$ cat src/rtl/async_fifo_pkg.sv
// Shared async FIFO definitions: pointer geometry and gray-code helper,
// used by both the read-side stream stage and the write-side full logic.
package async_fifo_pkg;

  localparam int ADDRSIZE = 4;
  localparam int PTRW     = ADDRSIZE + 1;
  localparam int DEPTH    = 2 ** ADDRSIZE;

  // Works for any pointer width up to 32 bits when the caller zero-extends.
  function automatic logic [31:0] gray2bin(input logic [31:0] g);
    logic [31:0] b;
    b[31] = g[31];
    for (int i = 30; i >= 0; i--) b[i] = b[i+1] ^ g[i];
    return b;
  endfunction

endpackage

$ cat src/rtl/fifo_rd_stream.sv
// Read-side consumer of the async FIFO: pops into a 2-entry head/skid buffer
// exposed as valid/ready, and reports a registered fill level from gray pointers.
module fifo_rd_stream
  import async_fifo_pkg::*;
#(
  parameter int DSIZE     = 8,
  parameter int ADDRSIZE  = 4,
  parameter int AE_THRESH = 2
) (
  input  logic                rclk,
  input  logic                rrst_n,
  input  logic                rempty,
  input  logic [DSIZE-1:0]    rdata,
  input  logic [ADDRSIZE:0]   rptr,
  input  logic [ADDRSIZE:0]   rq2_wptr,
  output logic                rinc,
  output logic                m_valid,
  output logic [DSIZE-1:0]    m_data,
  input  logic                m_ready,
  output logic [ADDRSIZE:0]   rlevel,
  output logic                ralmost_empty
);

  localparam int PW = ADDRSIZE + 1;
  localparam logic [PW-1:0] AE_T = PW'(AE_THRESH);

  logic [1:0]       cnt_q, cnt_d;
  logic             vld_q, vld_d;
  logic [DSIZE-1:0] head_q, head_d;
  logic [DSIZE-1:0] skid_q, skid_d;
  logic [PW-1:0]    lvl_q, lvl_d;
  logic             ae_q, ae_d;
  logic             push, pop;

  // Pop request depends only on registered state, never on m_ready.
  assign rinc    = ~rempty & (cnt_q != 2'd2);
  assign push    = rinc;
  assign pop     = vld_q & m_ready;
  assign m_valid = vld_q;
  assign m_data  = head_q;

  always_comb begin
    cnt_d  = cnt_q;
    head_d = head_q;
    skid_d = skid_q;
    case ({push, pop})
      2'b10: begin
        if (cnt_q == 2'd0) begin
          head_d = rdata;
          cnt_d  = 2'd1;
        end else begin
          skid_d = rdata;
          cnt_d  = 2'd2;
        end
      end
      2'b01: begin
        if (cnt_q == 2'd2) begin
          head_d = skid_q;
          cnt_d  = 2'd1;
        end else begin
          cnt_d  = 2'd0;
        end
      end
      // Only reachable at cnt 1: head is replaced in place.
      2'b11: head_d = rdata;
      default: ;
    endcase
    vld_d = (cnt_d != 2'd0);
  end

  // Modulo subtraction of the binary pointers handles wrap and full (= DEPTH).
  always_comb begin
    lvl_d = PW'(gray2bin(32'(rq2_wptr)) - gray2bin(32'(rptr)));
    ae_d  = (lvl_d <= AE_T);
  end

  always_ff @(posedge rclk or negedge rrst_n) begin
    if (!rrst_n) begin
      cnt_q  <= 2'd0;
      vld_q  <= 1'b0;
      head_q <= '0;
      skid_q <= '0;
      lvl_q  <= '0;
      ae_q   <= 1'b1;
    end else begin
      cnt_q  <= cnt_d;
      vld_q  <= vld_d;
      head_q <= head_d;
      skid_q <= skid_d;
      lvl_q  <= lvl_d;
      ae_q   <= ae_d;
    end
  end

  assign rlevel        = lvl_q;
  assign ralmost_empty = ae_q;

endmodule

$ cat config.mk
export PLATFORM = sky130hd
export DESIGN_NAME = fifo_rd_stream
export DESIGN_NICKNAME = d
export VERILOG_FILES = /design/src/rtl/async_fifo_pkg.sv /design/src/rtl/fifo_rd_stream.sv
export SDC_FILE = /design/constraint.sdc
export NUM_CORES = 1
export LEC_CHECK = 0
export BUFFER_PORTS_ARGS = -buffer_cell sky130_fd_sc_hd__buf_2
export CORE_MARGIN = 2
export CORE_UTILIZATION = 30
export CTS_CLUSTER_SIZE = 10
export DETAILED_ROUTE_END_ITERATION = 6
export GPL_TIMING_DRIVEN = 0
export PLACE_DENSITY_LB_ADDON = 0.1
export SYNTH_ARGS = -nofsm -noshare
export SYNTH_HDL_FRONTEND = slang
export SYNTH_SLANG_ARGS = --single-unit
$ cat constraint.sdc
create_clock -name rclk -period 3.9 [get_ports rclk]
set_clock_uncertainty 0.05 [all_clocks]
set_input_delay 0.78 -clock rclk [delete_from_list [all_inputs] [get_ports rclk]]
set_output_delay 0.78 -clock rclk [all_outputs]
set_load 0.005 [all_outputs]
==> results.py <==
metrics = {
    "status": {
        "run_status": "finished, final reports clean",
    },
    "setup_path": {
        "critPathLaunchType": "primary input",
        "critPathArrivalTime_ns": 3.40,
        "critPathMaxFanout": 4,
        "r2r_slack_ns": 1.13,
        "cp-startpoint": "rq2_wptr[3]",
        "r2r_end": "m_data[6]",
        "path_class": "primary input to flip-flop",
        "cp-end-kind": "flip-flop",
        "reg2reg_depth": 8,
        "setup.worst_path.end": "ralmost_empty",
        "r2r-start": "cnt_q[0]",
        "cp.required_ns": 4.02,
    },
    "final_layout": {
        "final_common_cell": "buf_2",
        "layout_common_cells": "37 x buf_2, 24 x dfrtp_1, 9 x nand2_1, 9 x mux2i_1, 9 x o21ai_0",
        "final_core_util": 0.3870,
        "fin_nets": 173,
        "antennaDiodeCount": 0,
        "drive_gt1_frac": 0.3986,
        "syn_to_final_growth_pct": 23.24,
    },
    "grt": {
        "grt_pass1_vias": 897,
        "overflow": 0,
        "grt_first_pass_wirelength_mm": 3.850,
        "grt_max_degree": 26,
        "antenna_found_initial": 0,
        "grt_usage": 0.1140,
    },
    "placement": {
        "hpwlAfterDp_mm": 1.863,
        "io_buffers": 37,
        "gp_congestion": 0.7275,
    },
    "clock_tree": {
        "htree_levels": 1,
        "root_buffer": "clkbuf_8",
        "cts_tree": "yes",
        "cts_max_path_buffers": 2,
        "postCtsSetupRepairBufs": 0,
        "cts_made_buffers": 3,
        "cts.reportedPaths.clkPinSlew_ns": 0.08,
        "cts_resized": 0,
        "cts.sinks": 25,
        "ctsHoldBuffers": 0,
        "clk_latency_ns": 0.26,
    },
    "timing": {
        "maxSlewHeadroom": 0.4331,
        "whs_ns": 0.4297,
        "final_max_slew_viol_count": 0,
        "fmax_mhz": 304.3,
        "period_needed_ns": 3.287,
        "fin_crit_sh": 0.8427,
        "rsz0062_at_grt": "false",
        "fin_tns_setup_ns": 0,
        "tightest_slew_ns": 0.8447,
        "final_hold_viol_count": 0,
        "finalSetupViolCount": 0,
    },
    "synthesis": {
        "yosysTopAreaCell": "dfrtp_1",
        "synthMuxAreaShare": 0.1424,
        "ys_ff_latch": 25,
        "netlist_top_cells_area": "dfrtp_1 47%, mux2i_1 7.1%, mux2_2 7.1%",
        "synth.distinct_cells": 26,
        "synth.avg_cell_area_um2": 12.40,
        "synthDominantCellAreaShare": 0.4748,
        "synth_compound_area_frac": 0.08111,
        "synthSimpleGateAreaFrac": 0.05045,
        "synth.net_count": 131,
        "yosysWarnings": 0,
        "syn_area_um2": 1265,
        "synth_top_family_by_area": "multiplexers",
        "netlist_instances": 102,
        "synth_xor_area_frac": 0.1147,
        "seq_area_frac_synth": 0.4955,
        "synthAdderAreaFrac": 0.09199,
    },
    "power": {
        "p_leak_nw": 0.7448,
        "power_density_nw_per_um2": 673.0,
        "total_power_mw": 1.049,
        "vdd_drop_max_mv": 0.1633,
    },
    "floorplan": {
        "initial_core_util": 0.3140,
        "die_w_um": 68.94,
        "rows": 23,
        "dieArea_um2": 4752,
        "pin_count": 38,
        "fp.dieH_um": 68.94,
        "core_um2": 4029,
    },
    "run": {
        "max-cap-violations": 0,
    },
    "drt": {
        "wl_mm": 2.406,
        "vias": 866,
        "postRouteAntennaNets": 0,
        "drcViolationCount": 0,
        "wire_per_inst_um": 12.47,
        "via_per_inst": 4.487,
        "drt_iter0_markers": 12,
        "firstDrtPassIters": 3,
    },
    "worst_hold_path": {
        "hold_path_class": "flip-flop to flip-flop",
    },
}
==> flip-flops by register name (all words and copies together), names as in the netlist <==
| register | count |
|---|---|
| m_data | 8 |
| ralmost_empty | 1 |
| m_valid | 1 |
| skid_q | 8 |
| cnt_q | 2 |
| rlevel | 5 |
==> layer usage <==
layer / up-vias / wire length (um) / track usage
met1: 413 / 987 / 0.1209
met5: - / 0 / 0
met4: 0 / 50 / 0.06618
li1: 427 / - / -
met2: 22 / 1249 / 0.2079
met3: 4 / 119 / 0.02273
==> worst max-delay path, stage by stage <==
cell and delay [ns]:
buf_2 0.09, xor3_2 0.47, xor2_1 0.35, xnor2_1 0.17, ha_1 0.16, inv_1 0.05
fa_1 0.40, maj3_2 0.33, a21oi_2 0.15, xnor2_1 0.11, a2111oi_2 0.33
==> Yosys cell counts, drive strengths merged <==
master   instances
xnor2            7
inv              6
nand2            9
o2111ai          1
a21o             1
ha               6
o21bai           1
dfstp            1
nor3             1
mux2i            9
mux2             8
nand2b           2
xor3             1
xnor3            1
fa               1
xor2             4
maj3             2
a21oi            2
clkbuf           2
or2              2
dfrtp           24
a2111oi          1
o21ai           10
==> metrics by stage <==
stage	instance area, um2	cells	setup slack, ns
floorplan	1265	102	0.5770
global placement	1513	189	0.3255
detailed placement	1513	189	0.2879
CTS	1559	193	0.5677
global route	1559	193	0.4099
finish	1559	193	0.6134
==> kinds of logic after synthesis <==
group                    Yosys count
AO/OA/AOI/OAI                     16
flip-flops                        25
AND/OR/NAND/NOR                   14
adder cells (fa/ha/maj)            9
XOR/XNOR                          13
buffers and inverters              8
multiplexers                      17
==> report_power, final <==
group          switching [mW]  internal (mW)  leakage [nW]  total, mW
Combinational           0.223          0.225         0.420      0.449
Clock                  0.0791         0.0714        0.0255      0.150
Sequential             0.0591          0.391         0.300      0.450
==> layout make-up <==
| type | instances | area (um2) |
|---|---|---|
| Fill cell | 408 | 2470 |
| Sequential cell | 25 | 626.9 |
| Multi-Input combinational cell | 69 | 608.1 |
| Timing Repair Buffer | 37 | 185.2 |
| Tap cell | 50 | 62.56 |
| Clock buffer | 3 | 41.29 |
| Inverter | 6 | 22.52 |
| Buffer | 2 | 7.507 |
| Clock inverter | 1 | 5.005 |
==> worst min-delay path by stage <==
| stage | from | to | slack, ns | depth (start not counted) |
|---|---|---|---|---|
| final | m_data[7] | m_data[7] | 0.43 | 2 |
| after global routing | rrst_n | skid_q[7] | 0.48 | 1 |
| after CTS | m_data[7] | m_data[7] | 0.44 | 2 |
| after detailed placement | m_data[7] | m_data[7] | 0.42 | 2 |
| after global placement | m_data[0] | m_data[0] | 0.41 | 2 |
| after floorplan | m_data[0] | m_data[0] | 0.42 | 2 |
(Power assumes the default switching activity.)
